<file path="config.mk">
export PLATFORM = sky130hd
export DESIGN_NAME = ps2_morse_encoder
export DESIGN_NICKNAME = d
export VERILOG_FILES = /design/src/rtl/ps2_morse_encoder.sv
export SDC_FILE = /design/constraint.sdc
export NUM_CORES = 1
export LEC_CHECK = 0
export BUFFER_PORTS_ARGS = -buffer_cell sky130_fd_sc_hd__buf_2
export CAP_MARGIN = 10
export CORE_AREA = 4 4 138 140
export CTS_CLUSTER_DIAMETER = 30
export DETAILED_ROUTE_END_ITERATION = 8
export DIE_AREA = 0 0 142 144
export PLACE_DENSITY = 0.8
export SETUP_SLACK_MARGIN = 0.4
export SLEW_MARGIN = 20
export SYNTH_ARGS = -nofsm -noshare
export SYNTH_HDL_FRONTEND = slang
export SYNTH_SLANG_ARGS = --single-unit
</file>
<file path="constraint.sdc">
create_clock -name clk -period 4.5 [get_ports clk]
set_input_delay 0.225 -clock clk [delete_from_list [all_inputs] [get_ports clk]]
set_output_delay 0.225 -clock clk [all_outputs]
set_load 0.01 [all_outputs]
</file>
<file path="src/rtl/ps2_morse_encoder.sv">
// PS/2 keyboard to Morse transmitter: receives set-2 scan codes, buffers A-Z/0-9/space,
// and on Enter plays the buffer as timed dit/dah elements.
module ps2_morse_encoder #(
  parameter int UNIT_CYCLES    = 5000,
  parameter int BUF_DEPTH      = 16,
  parameter int TIMEOUT_CYCLES = 100000
) (
  input  logic clk,
  input  logic rst,
  input  logic ps2_clk,
  input  logic ps2_data,
  output logic dit_out,
  output logic dah_out,
  output logic morse_out,
  output logic busy
);

  localparam int AW   = (BUF_DEPTH > 1) ? $clog2(BUF_DEPTH) : 1;
  localparam int CNTW = $clog2(BUF_DEPTH + 1);
  localparam int TW   = $clog2(TIMEOUT_CYCLES + 1);
  localparam int UW   = $clog2(4 * UNIT_CYCLES + 1);

  localparam logic [CNTW-1:0] FULL_CNT = CNTW'(BUF_DEPTH);
  localparam logic [UW-1:0] DOT_END   = UW'(UNIT_CYCLES - 1);
  localparam logic [UW-1:0] DAH_END   = UW'(3 * UNIT_CYCLES - 1);
  localparam logic [UW-1:0] CGS_LAST  = UW'(2 * UNIT_CYCLES - 1);
  localparam logic [UW-1:0] CGS_PRE   = UW'(2 * UNIT_CYCLES - 2);
  localparam logic [UW-1:0] CGL_LAST  = UW'(4 * UNIT_CYCLES - 1);
  localparam logic [UW-1:0] CGL_PRE   = UW'(4 * UNIT_CYCLES - 2);

  typedef enum logic [2:0] {P_IDLE, P_FETCH, P_ELEM_ON, P_ELEM_GAP, P_CHAR_GAP} play_state_t;

  // {length[2:0], pattern[4:0]}; first element in pattern[4], 1 = dash. Zero = not a letter/digit.
  function automatic logic [7:0] morse_rom(input logic [7:0] code);
    case (code)
      8'h1C: morse_rom = {3'd2, 5'b01000};  8'h32: morse_rom = {3'd4, 5'b10000};
      8'h21: morse_rom = {3'd4, 5'b10100};  8'h23: morse_rom = {3'd3, 5'b10000};
      8'h24: morse_rom = {3'd1, 5'b00000};  8'h2B: morse_rom = {3'd4, 5'b00100};
      8'h34: morse_rom = {3'd3, 5'b11000};  8'h33: morse_rom = {3'd4, 5'b00000};
      8'h43: morse_rom = {3'd2, 5'b00000};  8'h3B: morse_rom = {3'd4, 5'b01110};
      8'h42: morse_rom = {3'd3, 5'b10100};  8'h4B: morse_rom = {3'd4, 5'b01000};
      8'h3A: morse_rom = {3'd2, 5'b11000};  8'h31: morse_rom = {3'd2, 5'b10000};
      8'h44: morse_rom = {3'd3, 5'b11100};  8'h4D: morse_rom = {3'd4, 5'b01100};
      8'h15: morse_rom = {3'd4, 5'b11010};  8'h2D: morse_rom = {3'd3, 5'b01000};
      8'h1B: morse_rom = {3'd3, 5'b00000};  8'h2C: morse_rom = {3'd1, 5'b10000};
      8'h3C: morse_rom = {3'd3, 5'b00100};  8'h2A: morse_rom = {3'd4, 5'b00010};
      8'h1D: morse_rom = {3'd3, 5'b01100};  8'h22: morse_rom = {3'd4, 5'b10010};
      8'h35: morse_rom = {3'd4, 5'b10110};  8'h1A: morse_rom = {3'd4, 5'b11000};
      8'h45: morse_rom = {3'd5, 5'b11111};  8'h16: morse_rom = {3'd5, 5'b01111};
      8'h1E: morse_rom = {3'd5, 5'b00111};  8'h26: morse_rom = {3'd5, 5'b00011};
      8'h25: morse_rom = {3'd5, 5'b00001};  8'h2E: morse_rom = {3'd5, 5'b00000};
      8'h36: morse_rom = {3'd5, 5'b10000};  8'h3D: morse_rom = {3'd5, 5'b11000};
      8'h3E: morse_rom = {3'd5, 5'b11100};  8'h46: morse_rom = {3'd5, 5'b11110};
      default: morse_rom = 8'h00;
    endcase
  endfunction

  function automatic logic is_char(input logic [7:0] code);
    return (code == 8'h29) || (morse_rom(code) != 8'h00);
  endfunction

  function automatic logic [AW-1:0] next_ptr(input logic [AW-1:0] p);
    return (p == AW'(BUF_DEPTH - 1)) ? '0 : p + AW'(1);
  endfunction

  logic [1:0] clk_sync, data_sync;
  logic       clk_prev, sample, sdata;

  always_ff @(posedge clk or negedge rst) begin
    if (!rst) begin
      clk_sync  <= 2'b11;
      data_sync <= 2'b11;
      clk_prev  <= 1'b1;
    end else begin
      clk_sync  <= {clk_sync[0], ps2_clk};
      data_sync <= {data_sync[0], ps2_data};
      clk_prev  <= clk_sync[1];
    end
  end

  assign sample = clk_prev & ~clk_sync[1];
  assign sdata  = data_sync[1];

  // Receiver: byte_valid is a one-cycle strobe qualifying rx_byte; the decoder consumes it
  // in that cycle unconditionally (no backpressure, so there is no ready).
  logic          rx_active, byte_valid;
  logic [3:0]    bit_cnt;
  logic [8:0]    shreg;
  logic [7:0]    rx_byte;
  logic [TW-1:0] to_cnt;

  always_ff @(posedge clk or negedge rst) begin
    if (!rst) begin
      rx_active  <= 1'b0;
      bit_cnt    <= '0;
      shreg      <= '0;
      rx_byte    <= '0;
      byte_valid <= 1'b0;
      to_cnt     <= '0;
    end else begin
      byte_valid <= 1'b0;
      if (sample) begin
        to_cnt <= '0;
        if (!rx_active) begin
          if (!sdata) begin
            rx_active <= 1'b1;
            bit_cnt   <= 4'd1;
          end
        end else if (bit_cnt == 4'd10) begin
          rx_active <= 1'b0;
          bit_cnt   <= '0;
          if (sdata && ^shreg) begin
            byte_valid <= 1'b1;
            rx_byte    <= shreg[7:0];
          end
        end else begin
          shreg   <= {sdata, shreg[8:1]};
          bit_cnt <= bit_cnt + 4'd1;
        end
      end else if (rx_active) begin
        if (to_cnt == TW'(TIMEOUT_CYCLES - 1)) begin
          rx_active <= 1'b0;
          bit_cnt   <= '0;
          to_cnt    <= '0;
        end else begin
          to_cnt <= to_cnt + TW'(1);
        end
      end
    end
  end

  logic [7:0]      mem [BUF_DEPTH];
  logic [AW-1:0]   wr_ptr, rd_ptr;
  logic [CNTW-1:0] count;
  logic            skip_next, push, pop, clear, start, fifo_empty;

  assign fifo_empty = (count == '0);

  // Prefix handling runs even during playback; everything else waits for idle.
  always_comb begin
    push  = 1'b0;
    clear = 1'b0;
    start = 1'b0;
    if (byte_valid && !busy && !skip_next && rx_byte != 8'hE0 && rx_byte != 8'hF0) begin
      if (rx_byte == 8'h5A)      start = !fifo_empty;
      else if (rx_byte == 8'h0C) clear = 1'b1;
      else if (is_char(rx_byte)) push  = (count != FULL_CNT);
    end
  end

  always_ff @(posedge clk or negedge rst) begin
    if (!rst) begin
      skip_next <= 1'b0;
    end else if (byte_valid && rx_byte != 8'hE0) begin
      if (skip_next)              skip_next <= 1'b0;
      else if (rx_byte == 8'hF0)  skip_next <= 1'b1;
    end
  end

  always_ff @(posedge clk or negedge rst) begin
    if (!rst) begin
      wr_ptr <= '0;
      rd_ptr <= '0;
      count  <= '0;
    end else if (clear) begin
      wr_ptr <= '0;
      rd_ptr <= '0;
      count  <= '0;
    end else if (push) begin
      wr_ptr <= next_ptr(wr_ptr);
      count  <= count + CNTW'(1);
    end else if (pop) begin
      rd_ptr <= next_ptr(rd_ptr);
      count  <= count - CNTW'(1);
    end
  end

  always_ff @(posedge clk) begin
    if (push) mem[wr_ptr] <= rx_byte;
  end

  play_state_t   state, next_state;
  logic [UW-1:0] ucnt;
  logic [4:0]    pat;
  logic [2:0]    elems;
  logic          gap_long;
  logic [7:0]    head_rom;

  assign head_rom = morse_rom(mem[rd_ptr]);
  assign pop      = (state == P_FETCH);

  always_ff @(posedge clk or negedge rst) begin
    if (!rst) begin
      state <= P_IDLE;
      ucnt  <= '0;
    end else begin
      state <= next_state;
      ucnt  <= (next_state != state) ? '0 : ucnt + UW'(1);
    end
  end

  // The FETCH cycle is borrowed from the preceding letter gap, so gaps between
  // characters stay exact multiples of the unit; the final gap runs its full length.
  always_comb begin
    next_state = state;
    case (state)
      P_IDLE:     if (start) next_state = P_FETCH;
      P_FETCH:    next_state = (head_rom[7:5] == 3'd0) ? P_CHAR_GAP : P_ELEM_ON;
      P_ELEM_ON:  if (ucnt == (pat[4] ? DAH_END : DOT_END)) next_state = P_ELEM_GAP;
      P_ELEM_GAP: if (ucnt == DOT_END) next_state = (elems == 3'd1) ? P_CHAR_GAP : P_ELEM_ON;
      P_CHAR_GAP: begin
        if (fifo_empty) begin
          if (ucnt == (gap_long ? CGL_LAST : CGS_LAST)) next_state = P_IDLE;
        end else if (ucnt == (gap_long ? CGL_PRE : CGS_PRE)) begin
          next_state = P_FETCH;
        end
      end
      default:    next_state = P_IDLE;
    endcase
  end

  always_ff @(posedge clk or negedge rst) begin
    if (!rst) begin
      pat      <= '0;
      elems    <= '0;
      gap_long <= 1'b0;
    end else if (state == P_FETCH) begin
      pat      <= head_rom[4:0];
      elems    <= head_rom[7:5];
      gap_long <= (head_rom[7:5] == 3'd0);
    end else if (state == P_ELEM_GAP && next_state != P_ELEM_GAP) begin
      pat   <= {pat[3:0], 1'b0};
      elems <= elems - 3'd1;
    end
  end

  always_comb begin
    busy      = (state != P_IDLE);
    dit_out   = (state == P_ELEM_ON) && !pat[4];
    dah_out   = (state == P_ELEM_ON) && pat[4];
    morse_out = dit_out | dah_out;
  end

endmodule

</file>
# Word-level counts from Yosys, hierarchy flattened
# Memory sizes are Yosys's and may differ from the RTL's.
# Index checks and enable logic that the tools add are counted.
# classes
n_addsub	8
n_mux	64
n_reduce_logical	30
bitwise	4
eq_ne	24
# ops
op	count
$mux W4	13
$mux W17	3
$mux W15	3
$mux W8	5
$eq A15 B15 Y1	2
$mux W3	10
$mux W5	5
$mux W1	23
$add A17 B1 Y17 const B	1
$eq A17 B17 Y1 const B	1
$ne A8 B8 Y1 const B	2
$add A15 B1 Y15 const B	1
$eq A15 B13 Y1 const B	1
$eq A15 B14 Y1	1
$pmux W3 S5	1
$mux W14	1
$add A4 B1 Y4 const B	3
$eq A4 B4 Y1 const B	3
$reduce_bool A2 Y1	5
$logic_and A1 B1 Y1	9
$reduce_xor A9 Y1	1
$eq A8 B4 Y1 const B	1
$eq A8 B6 Y1 const B	1
$eq A8 B7 Y1 const B	1
other kinds (23)	33
# totals
inputBits	4
memories	3
mem_bits_rw	128
reg_bits	86
rom_bits	2048
# memory_table
memory	words	word_bits	read_ports	rd_clocked_by_memory_dff	wr	line	source
(name not given)	128	8	1	0	0	35	case (code)
(name not given)	128	8	1	0	0	35	
mem	16	8	1	0	1	132	logic [7:0] mem [BUF_DEPTH];

# Logic depth before layout (Yosys ltp)
# logic_depth
ltp_word	15
ltp_mapped	17
mapped_depth_nobuf	16

# Worst setup path after synthesis
# Ideal clock, no wire load.
# synth_timing
kind	register to register
from	register rx_byte[0]
to	memory mem[2][0], enable pin
period_less_slack_ns	3.887
arrival_ns	3.489
setup_time_ns	0.398
stages_incl_launch_ff	10
setup_slack_ns	0.613
required_time_ns	4.102
path_cell_list	dfrtp_1 -> inv_1 -> ha_1 -> clkbuf_1 -> and4b_1 -> and3_1 -> nor4_1 -> and2_1 -> inv_2 -> nor4b_1
# synth_between
elab_chain_cells	13
word_cells_on_any_way	20
classes_between	eq/ne: 5; mux: 10; reduce/logical: 4; memory: 1
# synth_rtl
element	line	source
start, declared	89	logic [7:0] rx_byte;
start signal, assigned	114	rx_byte <= shreg[7:0];
$mem_v2 Z128 W8	-	
$mux W8	35	
$mux W8	146	else if (rx_byte == 8'h0C) clear = 1'b1;
$mux W8	145	if (rx_byte == 8'h5A) start = !fifo_empty;
$mux W8	144	if (byte_valid && !busy && !skip_next && rx_byte != 8'hE0 && rx_byte != 8'hF0) begin
$reduce_bool A8 Y1	59	return (code == 8'h29) || (morse_rom(code) != 8'h00);
$logic_or A1 B1 Y1	59	
$mux W1	147	else if (is_char(rx_byte)) push = (count != FULL_CNT);
$mux W1	146	
$mux W1	145	
$mux W1 (*)	144	
$mux W1 (*)	179	if (push) mem[wr_ptr] <= rx_byte;
$mux W1 (not written as such) (*)	179	
end, declared	132	
# Mark *: on every way between the ends. The rest lies on a longest branch, timed or not. The select of a mux whose other input is x is not followed.

# Worst setup path in the final report
# layout_timing
from	register rx_byte[1]
to	register count[4]
# layout_between
elab_chain_cells	13
word_cells_on_any_way	24
classes_between	eq/ne: 5; mux: 13; reduce/logical: 5; memory: 1
# layout_rtl
element	line	source
$mem_v2 Z128 W8	-	
$mux W8	35	
$mux W8	146	
$mux W8	145	
$mux W8	144	
$reduce_bool A8 Y1	59	
$logic_or A1 B1 Y1	59	
$mux W1	147	
$mux W1	146	
$mux W1	145	
$mux W1	144	
$mux W5	169	end else if (push) begin
$mux W5	165	end else if (clear) begin
end signal, assigned	171	count <= count + CNTW'(1);
end signal, assigned	174	count <= count - CNTW'(1);
end, declared	134	logic [CNTW-1:0] count;
# Several ways; a longest one is shown, not always the timed one. The select of a mux whose other input is x is not followed.
# A chain may end at the register's enable or synchronous reset.

==> flow_summary.ini <==
[routing]
drt-initial-drc-count = 623
drc = 0
num_vias = 7256
dr.pass1.iters = 5
wirelength_microns = 22500
wl_per_cell_microns = 19.2
viasPerCell = 6.18
postRouteAntennaNets = 0

[final_layout]
insertedDiodeCount = 0
fin_nets = 947
fillCellCount = 1180
drive_above_1_share_pct = 17.3
area_growth_pct = 15.7
regArea_sq_um = 6010
multi_input_area_sq_um = 4300

[timing]
slew_headroom_pct = 37.5
skew_ns = 0.0209
finalCriticalPeriod_ns = 3.84
fin_setup_tns_ns = 0
hold_viol_final = 0
rsz0062_at_grt = false
setup_viol = 0
fmax_mhz = 260
period_share_pct = 85.4
final-max-slew-violation-count = 0
worstMarginPinSlew_ns = 0.934

[worst_setup_path]
worst_ep_required_time_ns = 4.87
cp_slowest_stage_delay_ns = 0.45
cp_slowest_cell = dfrtp_2
crit_family = compound AO/OA/AOI/OAI gates
worst_setup_path_end_kind = flop
path_class = reg2reg
worstReg2RegStart = rx_byte[1]
critPathArrivalTime_ns = 4.21
cp_num_buf_inv = 3
start_kind = flop
cp_cell_sequence = inv_1 -> ha_1 -> or3b_1 -> a2111o_1 -> a21oi_1 -> o21ai_1 -> a21oi_1 -> o21ai_1 -> buf_4 -> and2_2 -> inv_2 -> ha_1 -> a21o_1 -> a21oi_2 -> nand3_1 -> nand3_1 -> a211oi_1
cp_max_fo = 13
cp-startpoint = rx_byte[1]

[synth]
yosys.cell_count.top_type = edfxtp_1
yosysTopAreaCellShare_pct = 36.2
netlist_instances = 892
synth_edf_count = 128
yosysTopAreaCell = edfxtp_1
syn_area_sq_um = 10600
synth_seq_cells = 214
synth.area.top_cells = edfxtp_1 (36%), dfrtp_1 (19%), mux4_2 (7.2%)
ys_seq_area_share_pct = 56.6
ys.flop_type = edfxtp_1
synthTopCellsByCount = edfxtp_1 (128), nand2_1 (116), dfrtp_1 (81)
synth_cell_types = 77
ys_warn_count = 0
syn-num-nets = 924
synthArstFlopShare_pct = 40.2
synth.avg_cell_area_sq_um = 11.9

[cts]
cts.clk_slew.worst_paths_ns = 0.05
cts_tree = done
cts.sinks = 214
insertion_delay_ns = 0.52
cts_buffers = 39
htreeDepth = 2
postCtsSetupRepairBufs = 0
clockBufferDepth = 3
cts_root_buf = clkbuf_16

[grt]
grt_pass1_wl_microns = 37000
grt_pass1_vias = 6996
overflow = 0
antenna_found_initial = 0
grt_use_total_pct = 22.9
grt_max_degree = 57

[floorplanning]
dieHeight_microns = 144
start_util_pct = 59.5
core_region_area_sq_um = 17800
die-area_sq_um = 20400
chipWidth_microns = 142
placementRows = 49
ios = 8

[power_and_ir_drop]
leakage_nw = 4.71
total_power_mw = 5.28
ir_worst_vdd_mv = 0.443
p_per_area_nw_per_um2 = 430

[worst_hold_path]
hold_path_class = in2async

[run_status]
outcome = complete, no violations

[place]
dp_hpwl_microns = 14100
port_buffers = 7
place.gp.congestion = 0.872

[flow_run]
drv_cap = 0
## worst register-to-register path: stages, from the launching register on
cell and delay (ns):
dfrtp_2 0.45, inv_1 0.12, ha_1 0.25, or3b_1 0.39, a2111o_1 0.41, a21oi_1 0.15, o21ai_1 0.09, a21oi_1 0.15
o21ai_1 0.08, buf_4 0.16, and2_2 0.24, inv_2 0.22, ha_1 0.32, a21o_1 0.19, a21oi_2 0.21, nand3_1 0.10
nand3_1 0.12, a211oi_1 0.06
## state kept, by name, summed over array words and instances (netlist names), 2 cells and up
register   count
bit_cnt        4
clk_sync       2
count          5
data_sync      2
elems          3
mem          128
pat            5
rd_ptr         4
rx_byte        8
shreg          9
state          3
to_cnt        17
ucnt          15
wr_ptr         4
## power by group
group          leakage [nW]  total (mW)  switching (mW)  internal, mW
Clock                 0.650        2.92            1.01          1.91
Sequential             2.34        2.17          0.0529          2.11
Combinational          1.73       0.190           0.102        0.0881
Total                  4.71        5.28            1.17          4.11
## final timing paths
| check | slack, ns | cells past startpoint | to |
|---|---|---|---|
| max in group asynchronous | 3.28 | 3 | rx_byte[2] |
| min | 0.33 | 2 | ucnt[5] |
| min reg2reg | 0.35 | 0 | data_sync[1] |
| max | 0.66 | 17 | count[4] |
| min in group clk | 0.35 | 0 | data_sync[1] |
| max reg2reg | 0.66 | 17 | count[4] |
## through the flow
step                util (%)  instances  area, sq um  hold WS, ns  worst slack [ns]
detailed placement      61.0       1100        10900        0.325             0.484
finish                  68.8       1175        12300        0.333             0.658
floorplan                  -        892        10600      -0.0706             0.613
CTS                     68.7       1175        12300        0.333             0.475
global placement        61.0       1100        10900        0.319             0.556
global route            68.8       1175        12300        0.360             0.410
## what timing repair did
| item | 4_1_cts | 5_1_grt |
|---|---|---|
| endpoints found under the setup margin | 0 | 2 |
| endpoints found under the hold margin | 52 | 0 |
| gates resized for setup | 0 | 6 |
| hold buffers | 3 | 0 |
## placed cells by master (no fill, tap or decap), drive strengths merged, types with 13 or more instances in the layout
cell type  instances
clkbuf            46
buf               28
edfxtp           128
nand3             36
xor2              13
nor2              65
and4              13
nand2            116
xnor2             13
dfrtp             81
inv               31
o21ai             64
a21oi             36
mux2i             14
nand4             15
ha                27
mux4              34
clkinv            13
## cells by family after synthesis
logic type,synth area share (%)
xor gates and xnor gates,2.15
DFF,56.6
and+or+nand+nor,15.1
buffers and inverters,3.03
AOI/OAI and AO/OA,10.3
adders and majority gates,3.37
muxes,9.43
## per-layer routing
layer / global-route usage, % / wire length [microns]
met1: 32.6 / 9880
met2: 36.4 / 10900
met3: 4.23 / 1300
met4: 7.12 / 425
met5: 0 / 0
## final cells by class
class                   count  area share (%)
clock buffers              46            8.42
flip-flops and latches    214            49.0
inverters                  25           0.765
well taps                 229            2.34
repair buffers             31            1.94
multi-input cells         604            35.1
clock inverters            26            2.53
Power figures use the tool's default switching activity.
